--- src/rtl/ifu_pkg.sv ---
// ============================================================================
// Module   : ifu_pkg
// Purpose  : Shared widths, reset address and fetch FSM state encodings.
// Revision : 1.0 - initial release
// ============================================================================
`default_nettype none

package ifu_pkg;

  localparam int          ISA_WIDTH    = 32;
  localparam logic [31:0] PC_BASE_ADDR = 32'h8000_0000;

  localparam logic [1:0] IFU_ST_IDLE = 2'd0;
  localparam logic [1:0] IFU_ST_REQ  = 2'd1;
  localparam logic [1:0] IFU_ST_WAIT = 2'd2;
  localparam logic [1:0] IFU_ST_OUT  = 2'd3;

  typedef enum logic [1:0] {
    ST_IDLE = IFU_ST_IDLE,
    ST_REQ  = IFU_ST_REQ,
    ST_WAIT = IFU_ST_WAIT,
    ST_OUT  = IFU_ST_OUT
  } ifu_state_t;

endpackage

`default_nettype wire

--- src/rtl/ifu_reg.sv ---
// ============================================================================
// Module   : Reg
// Purpose  : Generic enable register, asynchronous active-low reset.
// Revision : 1.0 - initial release
// ============================================================================
`default_nettype none

module Reg #(
  parameter int               WIDTH     = 1,
  parameter logic [WIDTH-1:0] RESET_VAL = '0
) (
  input  logic             clk,
  input  logic             rst,
  input  logic             i_wen,
  input  logic [WIDTH-1:0] i_din,
  output logic [WIDTH-1:0] o_dout
);

  always_ff @(posedge clk or negedge rst) begin
    if (!rst) begin
      o_dout <= RESET_VAL;
    end else if (i_wen) begin
      o_dout <= i_din;
    end
  end

endmodule

`default_nettype wire

--- src/rtl/ifu.sv ---
// ============================================================================
// Module   : ifu
// Purpose  : Instruction fetch unit: PC -> imem request/response -> decode,
//            plus next-PC / redirect handling. Optional misaligned-fetch
//            fault enabled by defining IFU_ALIGN_CHECK_EN.
// Revision : 1.0 - initial release
// ============================================================================
`default_nettype none

module ifu
  import ifu_pkg::*;
#(
  parameter int XLEN   = ISA_WIDTH,
  parameter int INST_W = 32
) (
  input  logic              clk,
  input  logic              rst,
  input  logic [XLEN-1:0]   pc,
  output logic [XLEN-1:0]   pc_in,
  output logic              pc_w_en,
  output logic              imem_req_valid,
  input  logic              imem_req_ready,
  output logic [XLEN-1:0]   imem_req_addr,
  input  logic              imem_rsp_valid,
  input  logic [INST_W-1:0] imem_rsp_data,
  output logic              inst_valid,
  input  logic              inst_ready,
  output logic [INST_W-1:0] inst,
  output logic [XLEN-1:0]   inst_pc,
  output logic              inst_fault,
  input  logic              redirect_valid,
  input  logic [XLEN-1:0]   redirect_pc
);

  ifu_state_t        r_state;
  ifu_state_t        w_next_state;
  logic [1:0]        w_state_q;
  logic              r_pend_valid;
  logic [XLEN-1:0]   r_pend_pc;
  logic              w_pend_en;
  logic              w_pend_valid_d;
  logic [XLEN-1:0]   w_pend_pc_d;
  logic              w_inst_en;
  logic [INST_W-1:0] w_inst_d;
  logic [XLEN-1:0]   w_inst_pc_d;
  logic              w_fault_d;
  logic              w_misalign;
  logic [XLEN-1:0]   w_pc_seq;
  logic              w_redir_any;
  logic [XLEN-1:0]   w_redir_tgt;

  assign w_pc_seq = pc + XLEN'(4);

`ifdef IFU_ALIGN_CHECK_EN
  assign w_misalign = (pc[1:0] != 2'b00);
`else
  assign w_misalign = 1'b0;
`endif

  // A live redirect this cycle overrides an older pending one.
  assign w_redir_any = redirect_valid | r_pend_valid;
  assign w_redir_tgt = redirect_valid ? redirect_pc : r_pend_pc;

  always_comb begin
    w_next_state   = r_state;
    pc_w_en        = 1'b0;
    pc_in          = w_pc_seq;
    imem_req_valid = 1'b0;
    imem_req_addr  = pc;
    inst_valid     = 1'b0;
    w_pend_en      = 1'b0;
    w_pend_valid_d = r_pend_valid;
    w_pend_pc_d    = r_pend_pc;
    w_inst_en      = 1'b0;
    w_inst_d       = imem_rsp_data;
    w_inst_pc_d    = pc;
    w_fault_d      = 1'b0;

    case (r_state)
      ST_IDLE: begin
        w_next_state = ST_REQ;
        if (redirect_valid) begin
          pc_w_en = 1'b1;
          pc_in   = redirect_pc;
        end
      end

      ST_REQ: begin
        if (redirect_valid) begin
          w_pend_en      = 1'b1;
          w_pend_valid_d = 1'b1;
          w_pend_pc_d    = redirect_pc;
        end
        if (w_misalign) begin
          w_next_state = ST_OUT;
          w_inst_en    = 1'b1;
          w_inst_d     = '0;
          w_fault_d    = 1'b1;
        end else begin
          imem_req_valid = 1'b1;
          if (imem_req_ready) begin
            w_next_state = ST_WAIT;
          end
        end
      end

      ST_WAIT: begin
        if (redirect_valid) begin
          w_pend_en      = 1'b1;
          w_pend_valid_d = 1'b1;
          w_pend_pc_d    = redirect_pc;
        end
        if (imem_rsp_valid) begin
          w_inst_en = 1'b1;
          if (w_redir_any) begin
            pc_w_en        = 1'b1;
            pc_in          = w_redir_tgt;
            w_pend_en      = 1'b1;
            w_pend_valid_d = 1'b0;
            w_next_state   = ST_REQ;
          end else begin
            w_next_state = ST_OUT;
          end
        end
      end

      ST_OUT: begin
        // Pending only reaches OUT via a redirect during a faulting REQ.
        if (w_redir_any) begin
          pc_w_en        = 1'b1;
          pc_in          = w_redir_tgt;
          w_pend_en      = 1'b1;
          w_pend_valid_d = 1'b0;
          w_next_state   = ST_REQ;
        end else begin
          inst_valid = 1'b1;
          if (inst_ready) begin
            pc_w_en      = 1'b1;
            pc_in        = w_pc_seq;
            w_next_state = ST_REQ;
          end
        end
      end

      default: begin
        w_next_state = ST_IDLE;
      end
    endcase
  end

  Reg #(.WIDTH(2), .RESET_VAL(IFU_ST_IDLE)) u_state (
    .clk    (clk),
    .rst    (rst),
    .i_wen  (1'b1),
    .i_din  (w_next_state),
    .o_dout (w_state_q)
  );
  assign r_state = ifu_state_t'(w_state_q);

  Reg #(.WIDTH(1)) u_pend_valid (
    .clk    (clk),
    .rst    (rst),
    .i_wen  (w_pend_en),
    .i_din  (w_pend_valid_d),
    .o_dout (r_pend_valid)
  );

  Reg #(.WIDTH(XLEN)) u_pend_pc (
    .clk    (clk),
    .rst    (rst),
    .i_wen  (w_pend_en),
    .i_din  (w_pend_pc_d),
    .o_dout (r_pend_pc)
  );

  Reg #(.WIDTH(INST_W)) u_inst (
    .clk    (clk),
    .rst    (rst),
    .i_wen  (w_inst_en),
    .i_din  (w_inst_d),
    .o_dout (inst)
  );

  Reg #(.WIDTH(XLEN)) u_inst_pc (
    .clk    (clk),
    .rst    (rst),
    .i_wen  (w_inst_en),
    .i_din  (w_inst_pc_d),
    .o_dout (inst_pc)
  );

`ifdef IFU_ALIGN_CHECK_EN
  Reg #(.WIDTH(1)) u_fault (
    .clk    (clk),
    .rst    (rst),
    .i_wen  (w_inst_en),
    .i_din  (w_fault_d),
    .o_dout (inst_fault)
  );
`else
  logic w_unused_fault;
  assign w_unused_fault = w_fault_d;
  assign inst_fault     = 1'b0;
`endif

endmodule

`default_nettype wire

--- config.mk ---
export PLATFORM = sky130hd
export DESIGN_NAME = ifu
export DESIGN_NICKNAME = d
export VERILOG_FILES = /design/src/rtl/ifu_pkg.sv /design/src/rtl/ifu_reg.sv /design/src/rtl/ifu.sv
export SDC_FILE = /design/constraint.sdc
export NUM_CORES = 1
export LEC_CHECK = 0
export ABC_AREA = 1
export ABC_CLOCK_PERIOD_IN_PS = 3150
export CAP_MARGIN = 5
export CORE_UTILIZATION = 35
export DETAILED_ROUTE_END_ITERATION = 10
export GPL_ROUTABILITY_DRIVEN = 1
export GPL_TIMING_DRIVEN = 1
export HOLD_SLACK_MARGIN = 0.03
export PLACE_DENSITY = 0.65
export RECOVER_POWER = 100
export SLEW_MARGIN = 20
export SYNTH_ARGS = -nofsm -noshare
export SYNTH_HDL_FRONTEND = slang
export SYNTH_HIERARCHICAL = 1
export SYNTH_SLANG_ARGS = --single-unit
--- constraint.sdc ---
create_clock -name clk -period 3.15 [get_ports clk]
set_input_delay 0.7875 -clock clk [delete_from_list [all_inputs] [get_ports clk]]
set_output_delay 0.7875 -clock clk [all_outputs]
set_load 0.02 [all_outputs]
==> qor.csv, run 1 <==
stage,metric,value,unit
sta,worst slew pin tran,2050,ps
sta,fmax,327,MHz
floorplanning,Starting Density,36.1,%
power_and_ir_drop,Worst IR Drop VDD,0.000806,V
clocking,# hold bufs at CTS,0,
cells_and_area,Non-Filler Instances,1526,
detailed_routing,Avg Vias per Cell,4.79,
critical_path,CP peak stage delay,290,ps
clocking,CTS tree,done,
clocking,CTS H-tree lvls,3,
floorplanning,die area,0.0200,mm2
grt,largest net degree at the start of global routing,68,
logic_synthesis,largest family of logic cells by synthesized area,simple AND/OR/NAND/NOR gates,
place,Area after DPL,0.00962,mm2
cells_and_area,fillers,1897,
detailed_routing,Initial DRT Pass Iterations,5,
logic_synthesis,Compound-Gate Fraction of Synth Area,10.1,%
critical_path,Critical Path AT,2270,ps
logic_synthesis,Post-Synth Simple-Gate Area,38.4,%
place,count of input and output buffers,232,
clocking,clk buf depth,2,
critical_path,Crit. End Element,primary output,
cells_and_area,most frequent cells in the layout,"nand2_1 (474), buf_4 (99), dfrtp_1 (99), dlygate4sd3_1 (97), clkdlybuf4s50_1 (74)",
logic_synthesis,Synth Flop Type,dfrtp_1,
critical_path,crit-path cells,"dlygate4sd2_1, bufbuf_16, nand2_1, a21boi_1, o22ai_1, nand2_1, o21ai_2, buf_4, clkdlybuf4s15_2",
logic_synthesis,"Seq/Total Area, Yosys",36.3,%
logic_synthesis,Post-synth ARST share,100,%
clocking,Sink Count,99,
sta,Tcrit/Tclk final,97.0,%
sta,Final Setup Violations,0,
grt,GR Util met1,30.9,%
logic_synthesis,number of synthesized flops with an enable pin,0,
power_and_ir_drop,Leak,5.05,nW
floorplanning,chip width,142,um
critical_path,CP Data Required Time,2360,ps
logic_synthesis,"Avg Cell Area, Syn",6.89,um2
logic_synthesis,post-synthesis adder-cell area fraction,0.917,%
cells_and_area,Area Overhead vs Synth,45.8,%
clocking,clk_lat worst skew,350,ps
sta,Max Slew Vio Count,33,
logic_synthesis,post-synthesis mux area share,0,%
grt,grt met2 use,40.1,%
place,DP Cell Count,1506,
floorplanning,site row count,50,
clocking,Num CTS Buffers,9,
sta,unrepaired setup endpoints after global routing,false,
sta,Fin Setup TNS,0,ps
power_and_ir_drop,total power draw,8.68,mW
place,dpl hpwl,18400,um
logic_synthesis,post-synth cell types,36,
grt,met3 Use GR,4.25,%
status,outcome,"finished, violations left",
place,GPL Wtd Cong,0.976,
grt,vias in the first global route,6803,
cells_and_area,share of post-route cells with drive strength above 1,18.6,%
critical_path,CP dominant cell by count,nand2_1,
logic_synthesis,Post-Synthesis Cells,990,
run,total of max-cap violations,1,
floorplanning,IO Pins,234,
floorplanning,CORE AREA,0.0189,mm2
detailed_routing,DRC viols,0,
logic_synthesis,post-synthesis register bit count,99,
grt,global route hottest layer,met2,
critical_path,Reg2Reg Setup Slack,300,ps
floorplanning,chip height,142,um
critical_path,largest fanout on the critical path,8,
logic_synthesis,synthesized cell area,0.00682,mm2
sta,Fin. Hold Viols,0,
critical_path,Startpoint Class,input port,
clocking,"Reg clk slew, reported paths",70,ps
grt,total grt overflow,0,
logic_synthesis,Post-Synth XOR/XNOR Area,1.03,%
critical_path,Setup CP Type,input port to primary output,
status,failing checks,"max-capacitance violations, max-slew violations",
detailed_routing,drt initial violations,435,
cells_and_area,# nets final,1368,
detailed_routing,final wirelength,24100,um
clocking,CTS root buf,clkbuf_16,
grt,Tot GR Track Use,24.1,%
sta,Final Critical Period,3060,ps
sta,Worst Hold Margin,467,ps
sta,Max-Slew Margin vs Limit,-37.0,%
grt,first-pass GRT wire length,37000,um
power_and_ir_drop,power per cell area,873,mW/mm2
grt,antenna violations before repair,0,
sta,worst clock skew,5.67,ps
cells_and_area,post-route cell area,0.00994,mm2
cells_and_area,ant diodes,0,
cells_and_area,"commonest non-fill, non-tap cell in the layout",nand2_1,
detailed_routing,post-detailed-route count of antenna-violating nets,0,
detailed_routing,Vias,7304,
critical_path,"slowest stage cell, crit path",bufbuf_16,
logic_synthesis,Synth warnings,6,
detailed_routing,WL/cell,15.8,um
hold_path,HP Class,register to register,
==> metal layers <==
layer  wire (um)  share of wire, %  up-vias
li1            -                 -     3620
met1       10200                42     3325
met2       11300                47      315
met3        1780               7.4       44
met4         773               3.2        0
met5           0                 0        -
==> what timing repair did <==
action                     CTS  global route
pin swaps                   13             6
setup endpoints to repair   34            29
buffers inserted             2             0
cloned                       1             1
resized for setup          187            24
==> cells by family after synthesis <==
logic type,count (synthesis)
simple gates,624
buf+inv,133
compound gates,119
flops,99
xor+xnor,8
fa+ha+maj,5
other cells,2
==> report_power, final <==
part	total [mW]	switching (mW)	internal, mW	leakage [nW]
Combinational	5.26	3.24	2.02	3.66
Sequential	2.25	0.348	1.90	1.25
Clock	1.17	0.540	0.630	0.149
==> stage by stage <==
step,worst slack [ps],utilization [%]
after CTS,1.85,53.0
final,93.6,52.6
after detailed placement,-624,50.9
after global routing,0.155,52.6
after floorplan,439,-
after global placement,-613,50.9
==> state kept, by name (all words and copies together) (netlist names) <==
name / count
u_inst/o_dout: 32
u_pend_valid/o_dout: 1
u_state/o_dout: 2
u_inst_pc/o_dout: 32
u_pend_pc/o_dout: 32
==> cell type report <==
| class | count | area (um2) | area share (%) |
|---|---|---|---|
| timing repair buffer | 340 | 3040 | 30.6 |
| clock inverter | 7 | 80.1 | 0.806 |
| tap | 260 | 325 | 3.27 |
| clock buffer | 9 | 225 | 2.27 |
| inverter | 51 | 209 | 2.10 |
| multi-input combinational | 760 | 3580 | 36.0 |
| sequential | 99 | 2480 | 24.9 |
==> worst max-delay path, delay by kind of cell <==
kind,cells,cell delay [ps]
buf+inv,4,940
compound gates,3,380
simple gates,2,160
==> synth_stat cells, types with 12 or more instances <==
cell | instances | area share [%]
a21oi_1 | 24 | 1.8
nand2_1 | 459 | 25
o21ai_1 | 17 | 1.2
nor2_1 | 54 | 3.0
nand2_2 | 39 | 3.6
o21ai_0 | 29 | 2.1
buf_4 | 39 | 4.3
a21boi_0 | 12 | 1.3
inv_1 | 43 | 2.4
nand3_1 | 49 | 3.6
dfrtp_1 | 99 | 36
o22ai_1 | 23 | 2.1
==> final timing paths <==
path	start	to	cells after the start
worst min register to register	u_inst_pc/o_dout[23]	u_inst_pc/o_dout[23]	2
worst min-delay path	u_inst_pc/o_dout[23]	u_inst_pc/o_dout[23]	2
worst max-delay path	redirect_valid	pc_in[2]	9
worst max register to register	u_state/o_dout[0]	u_pend_pc/o_dout[13]	11
max in group asynchronous	rst	u_inst/o_dout[20]	2
min in group asynchronous	rst	u_pend_pc/o_dout[15]	1
Power figures use the tool's default switching activity.
==> run 2: changes to the inputs <==
--- a/config.mk
+++ b/config.mk
@@ -8,12 +8,12 @@
 export ABC_AREA = 1
 export ABC_CLOCK_PERIOD_IN_PS = 3150
 export CAP_MARGIN = 5
-export CORE_UTILIZATION = 35
+export CORE_UTILIZATION = 50
 export DETAILED_ROUTE_END_ITERATION = 10
 export GPL_ROUTABILITY_DRIVEN = 1
 export GPL_TIMING_DRIVEN = 1
-export HOLD_SLACK_MARGIN = 0.03
-export PLACE_DENSITY = 0.65
+export HOLD_SLACK_MARGIN = 0.08
+export PLACE_DENSITY = 0.88
 export RECOVER_POWER = 100
 export SLEW_MARGIN = 20
 export SYNTH_ARGS = -nofsm -noshare
==> qor.csv, run 2 (synthesis results as in run 1) <==
stage,metric,value,unit,change
status,outcome,"finished, violations left",,
status,failing checks,"max-capacitance violations, max-slew violations",,
clocking,clk buf depth,2,,unchanged
floorplanning,die area,0.0141,mm2,-30%
cells_and_area,fillers,1063,,-44%
power_and_ir_drop,Psw,4.08,mW,-1.2%
critical_path,crit path to,inst_valid,,
detailed_routing,final wirelength,23000,um,-4.4%
critical_path,RR Endpoint,u_inst/o_dout[16],,
clocking,Num CTS Buffers,9,,unchanged
clocking,CTS tree,done,,
critical_path,Crit. End Element,primary output,,
cells_and_area,area of the multi-input gates,0.00348,mm2,-2.7%
critical_path,CP peak stage delay,610,ps,+320 ps
clocking,"Reg clk slew, reported paths",60,ps,about the same
cells_and_area,most frequent cells in the layout,"nand2_1 (479), dfrtp_1 (99), dlygate4sd3_1 (96), buf_4 (90), clkdlybuf4s50_1 (77)",,
power_and_ir_drop,Reg power frac,26.1,%,+0.2 points
hold_path,HP Start,u_inst/o_dout[30],,
power_and_ir_drop,combinational power share,60.1,%,-0.6 points
grt,vias in the first global route,7280,,+7.0%
cells_and_area,"commonest non-fill, non-tap cell in the layout",nand2_1,,
critical_path,worst r2r path cells,8,,-3
place,count of input and output buffers,232,,unchanged
detailed_routing,post-detailed-route count of antenna-violating nets,0,,unchanged
critical_path,largest fanout on the critical path,12,,+4
sta,fmax,323,MHz,-1.3%
critical_path,reg-to-reg startpoint,u_state/o_dout[0],,
grt,Tot GR Track Use,32.7,%,+8.6 points
cells_and_area,Non-Filler Instances,1435,,-6.0%
critical_path,crit-path cells,"dlygate4sd2_1, buf_6, nor2_4, inv_2, buf_4, nor2_1, clkdlybuf4s50_1",,
sta,Final Setup Violations,0,,unchanged
detailed_routing,Initial DRT Pass Iterations,6,,+1
detailed_routing,WL/cell,16.0,um,+1.6%
sta,Final Critical Period,3100,ps,+41.8 ps
power_and_ir_drop,Net Sw Frac,47.1,%,-0.48 points
critical_path,Startpoint Class,input port,,
clocking,CTS H-tree lvls,3,,unchanged
sta,Max Slew Vio Count,67,,+100%
cells_and_area,register area,0.00248,mm2,unchanged
power_and_ir_drop,power per cell area,895,mW/mm2,+2.5%
grt,first-pass GRT wire length,36300,um,-1.9%
cells_and_area,Area Overhead vs Synth,42.1,%,
sta,Fin. Hold Viols,0,,unchanged
critical_path,CP Data Required Time,2360,ps,about the same
cells_and_area,ant diodes,0,,unchanged
clocking,Sink Count,99,,unchanged
clocking,clk_lat worst skew,350,ps,about the same
detailed_routing,drt initial violations,724,,+66%
power_and_ir_drop,Worst IR Drop VDD,0.000777,V,-3.5%
critical_path,worst path bufs/invs,5,,+1
hold_path,hold depth,2,,unchanged
cells_and_area,share of post-route cells with drive strength above 1,16.4,%,-2.2 points
sta,worst slew pin tran,1510,ps,-547 ps
detailed_routing,Vias,7666,,+5.0%
sta,Max-Slew Margin vs Limit,-0.554,%,+36 points
critical_path,Critical Path AT,2310,ps,+40 ps
floorplanning,CORE AREA,0.0133,mm2,-30%
power_and_ir_drop,P_int,4.58,mW,+0.78%
critical_path,Crit path depth,7,,-2
sta,worst clock skew,8.57,ps,+2.89 ps
critical_path,CP Launch Point,redirect_valid,,
sta,Tcrit/Tclk final,98.4,%,+1.3 points
place,DP Cell Count,1413,,-6.2%
critical_path,Setup CP Type,input port to primary output,,
grt,largest net degree at the start of global routing,68,,unchanged
floorplanning,IO Pins,234,,unchanged
power_and_ir_drop,Leak,5.00,nW,-1.1%
clocking,CTS root buf,clkbuf_16,,
place,dpl hpwl,17200,um,-6.7%
power_and_ir_drop,total power draw,8.67,mW,-0.14%
cells_and_area,biggest regs,"u_inst/o_dout: 32 flops, u_inst_pc/o_dout: 32 flops, u_pend_pc/o_dout: 32 flops",,
cells_and_area,# nets final,1361,,-0.51%
place,GPL Wtd Cong,1.02,,+4.1%
grt,total grt overflow,0,,unchanged
floorplanning,Starting Density,51.3,%,+15 points
hold_path,HP Class,register to register,,
run,total of max-cap violations,1,,unchanged
critical_path,cell family with most CP delay,buffers and inverters,,
detailed_routing,DRC viols,0,,unchanged
grt,antenna violations before repair,0,,unchanged
critical_path,"slowest stage cell, crit path",clkdlybuf4s50_1,,
floorplanning,chip height,119,um,-16%
floorplanning,site row count,42,,-16%
floorplanning,chip width,119,um,-16%
detailed_routing,Avg Vias per Cell,5.34,,+12%
power_and_ir_drop,clock power share,13.8,%,+0.3 points
critical_path,Reg2Reg Setup Slack,520,ps,+220 ps
-- run 2: through the flow --
step | cell area, um2 | utilization [%] | setup slack (ps) | hold slack [ps] | TNS (ps)
after floorplan | 6830 | - | 439 | 442 | 0
after global placement | 9430 | 70.9 | -571 | 453 | -15290
after detailed placement | 9430 | 70.9 | -580 | 459 | -16120
after CTS | 9770 | 73.5 | 0.601 | 470 | 0
after global routing | 9690 | 72.9 | -31.9 | 483 | -47.0
final | 9690 | 72.9 | 51.8 | 466 | 0
-- run 2: worst min path at each step --
stage / end / slack [ps]
2_1_floorplan: u_pend_pc/o_dout[29] / 440
3_3_place_gp: u_inst_pc/o_dout[24] / 450
3_5_place_dp: u_inst_pc/o_dout[21] / 460
4_1_cts: u_pend_pc/o_dout[0] / 470
5_1_grt: u_inst_pc/o_dout[24] / 480
6_report: u_inst/o_dout[30] / 470
-- run 2: area by class of cell --
class,count,area share [%]
Tap cell,176,2.27
Clock buffer,10,2.36
Inverter,51,2.21
Sequential cell,99,25.6
Timing Repair Buffer,333,30.7
Multi-Input combinational cell,760,35.9
Clock inverter,6,0.904
-- run 2: timing repair --
item | CTS | global route
pin swaps | 7 | 5
endpoints found under the setup margin | 34 | 28
buffers inserted | 5 | 0
gates cloned | 1 | 0
gates resized for setup | 161 | 31
hold buffers | 0 | 0
-- run 2: power groups by stage --
| stage | Sequential [mW] | Clock (mW) | Combinational (mW) |
|---|---|---|---|
| 3_3_place_gp | 2.29 | 0 | 5.33 |
| 3_5_place_dp | 2.32 | 0 | 5.46 |
| 5_1_grt | 2.33 | 1.27 | 5.61 |
| 2_1_floorplan | 2.79 | 0 | 2.70 |
| 6_report | 2.26 | 1.19 | 5.21 |
| 4_1_cts | 2.30 | 1.21 | 5.39 |
-- run 2: routing by layer --
metal  track usage [%]  vias to the layer above  share of wire [%]
li1                  -                     3599                  -
met1              38.8                     3520                 39
met2              55.8                      462                 48
met3              5.26                       85                8.0
met4              18.9                        0                5.0
met5                 0                        -                  0
-- run 2: worst register-to-register path: cells and delay by family (launching register included) --
family / cells / cell delay [ps]
adder cells (fa/ha/maj): 1 / 190
buffers and inverters: 4 / 1530
flip-flops: 1 / 440
AND/OR/NAND/NOR: 3 / 340
==> run 3: changes to the inputs <==
--- a/config.mk
+++ b/config.mk
@@ -8,6 +8,7 @@
 export ABC_AREA = 1
 export ABC_CLOCK_PERIOD_IN_PS = 3150
 export CAP_MARGIN = 5
+export CORE_ASPECT_RATIO = 0.75
 export CORE_UTILIZATION = 50
 export DETAILED_ROUTE_END_ITERATION = 10
 export GPL_ROUTABILITY_DRIVEN = 1
==> qor.csv, run 3 (synthesis results as in run 1) <==
stage,metric,value,unit,change
critical_path,RR Endpoint,u_pend_pc/o_dout[21],,
clocking,"Reg clk slew, reported paths",70,ps,about the same
floorplanning,die area,0.0141,mm2,about the same
grt,vias in the first global route,7056,,-3.1%
floorplanning,site row count,36,,-14%
detailed_routing,Vias,7526,,-1.8%
clocking,clk_lat worst skew,350,ps,about the same
clocking,clk buf depth,2,,unchanged
run,total of max-cap violations,2,,+1
detailed_routing,Avg Vias per Cell,5.22,,-2.3%
sta,worst slew pin tran,2290,ps,+779 ps
sta,Fin Setup TNS,0,ps,unchanged
floorplanning,chip width,137,um,+15%
detailed_routing,DRC viols,0,,unchanged
sta,final setup margin,60.9,ps,+9.11 ps
critical_path,Critical Path AT,2300,ps,about the same
cells_and_area,fin util,75.0,%,+2.2 points
floorplanning,Starting Density,51.9,%,+0.56 points
cells_and_area,"commonest non-fill, non-tap cell in the layout",nand2_1,,
hold_path,WHS Endpoint,u_inst/o_dout[26],,
critical_path,reg-to-reg startpoint,u_state/o_dout[0],,
detailed_routing,drt initial violations,610,,-16%
place,GPL Wtd Cong,0.972,,-4.4%
sta,unrepaired setup endpoints after global routing,false,,
sta,Fin. Hold Viols,0,,unchanged
cells_and_area,Area Overhead vs Synth,44.7,%,
hold_path,HP Class,register to register,,
critical_path,worst r2r path cells,11,,+3
clocking,Sink Count,99,,unchanged
critical_path,Setup CP Type,input port to primary output,,
sta,worst clock skew,5.61,ps,-2.95 ps
detailed_routing,Initial DRT Pass Iterations,5,,-1
cells_and_area,Non-Filler Instances,1442,,+0.49%
critical_path,largest fanout on the critical path,5,,-7
place,count of input and output buffers,232,,unchanged
sta,Max Slew Vio Count,108,,+61%
power_and_ir_drop,total power draw,8.66,mW,about the same
floorplanning,chip height,103,um,-13%
status,failing checks,"max-capacitance violations, max-slew violations",,
grt,Tot GR Track Use,32.4,%,-0.25 points
floorplanning,CORE AREA,0.0132,mm2,-1.1%
cells_and_area,biggest regs,"u_inst/o_dout: 32 flops, u_inst_pc/o_dout: 32 flops, u_pend_pc/o_dout: 32 flops",,
cells_and_area,post-route cell area,0.00987,mm2,+1.9%
cells_and_area,fillers,1001,,-5.8%
clocking,CTS root buf,clkbuf_16,,
cells_and_area,share of post-route cells with drive strength above 1,18.6,%,+2.1 points
clocking,CTS H-tree lvls,3,,unchanged
hold_path,HP Start,u_inst/o_dout[26],,
sta,Max-Slew Margin vs Limit,-52.5,%,-52 points
grt,first-pass GRT wire length,35100,um,-3.1%
critical_path,CP Data Required Time,2360,ps,about the same
critical_path,Startpoint Class,input port,,
hold_path,hold depth,2,,unchanged
power_and_ir_drop,Worst IR Drop VDD,0.000617,V,-21%
clocking,CTS tree,done,,
clocking,Num CTS Buffers,9,,unchanged
sta,fmax,324,MHz,+0.29%
grt,largest net degree at the start of global routing,68,,unchanged
critical_path,Crit. End Element,primary output,,
detailed_routing,post-detailed-route count of antenna-violating nets,0,,unchanged
status,outcome,"finished, violations left",,
place,DP Cell Count,1417,,+0.28%
place,dpl hpwl,16800,um,-2.3%
detailed_routing,final wirelength,23000,um,about the same
sta,Final Setup Violations,0,,unchanged
grt,total grt overflow,0,,unchanged
cells_and_area,# nets final,1372,,+0.81%
place,pre-CTS setup slack,-577,ps,+2.93 ps
critical_path,Reg2Reg Setup Slack,380,ps,-140 ps
grt,antenna violations before repair,1,,+1
detailed_routing,WL/cell,15.9,um,-0.49%
power_and_ir_drop,Leak,5.06,nW,+1.3%
sta,Worst Hold Margin,467,ps,+0.527 ps
cells_and_area,most frequent cells in the layout,"nand2_1 (475), buf_4 (103), dfrtp_1 (99), dlygate4sd3_1 (97), clkdlybuf4s50_1 (78)",,
sta,Final Critical Period,3090,ps,-9.11 ps
place,Area after DPL,0.00952,mm2,+0.92%
sta,Tcrit/Tclk final,98.1,%,-0.29 points
floorplanning,IO Pins,234,,unchanged
power_and_ir_drop,power per cell area,878,mW/mm2,-1.9%
-- run 3: how the worst max path moves through the flow --
stage	start	endpoint	slack, ps	cells past startpoint
2_1_floorplan	pc[2]	pc_in[10]	440	6
3_3_place_gp	pc[2]	pc_in[11]	-530	8
3_5_place_dp	pc[2]	pc_in[25]	-580	11
4_1_cts	pc[11]	pc_in[25]	-20	10
5_1_grt	pc[2]	pc_in[20]	4	12
6_report	imem_rsp_valid	pc_in[28]	60	11
-- run 3: timing repair --
item	CTS	global route
hold buffers	0	0
resized for setup	193	48
setup buffers	3	3
pin swaps	12	7
setup endpoints to repair	34	33
cloned	0	2
-- run 3: critical path, stage by stage --
cell and delay, ps:
clkdlybuf4s50_1 480, inv_1 60, nand2_2 60, nand2_2 60
a21oi_2 190, buf_6 160, buf_4 110, nand3_1 60
nand3_1 90, nand2_1 80, buf_4 160
-- run 3: layout make-up --
class                           instances  area, um2  area share, %
Multi-Input combinational cell        760       3570           36.2
Timing Repair Buffer                  344       3100           31.4
Sequential cell                        99       2480           25.1
Clock buffer                           10        239           2.42
Tap cell                              171        214           2.17
Inverter                               51        209           2.12
Clock inverter                          6       58.8          0.596
Antenna cell                            1       2.50         0.0254
-- run 3: report_power, final --
group / total, mW / switching (mW) / internal, mW
Sequential: 2.28 / 0.377 / 1.90
Clock: 1.13 / 0.554 / 0.574
Combinational: 5.26 / 3.23 / 2.03
Total: 8.66 / 4.16 / 4.50
-- run 3: layer usage --
| metal | vias up | share of wire (%) | wire length [um] | global-route usage (%) |
|---|---|---|---|---|
| met5 | - | 0 | 0 | 0 |
| met4 | 0 | 3.4 | 785 | 14.9 |
| met3 | 65 | 9.7 | 2230 | 6.59 |
| met2 | 405 | 47 | 10700 | 53.5 |
| met1 | 3426 | 40 | 9270 | 41.3 |
| li1 | 3630 | - | - | - |
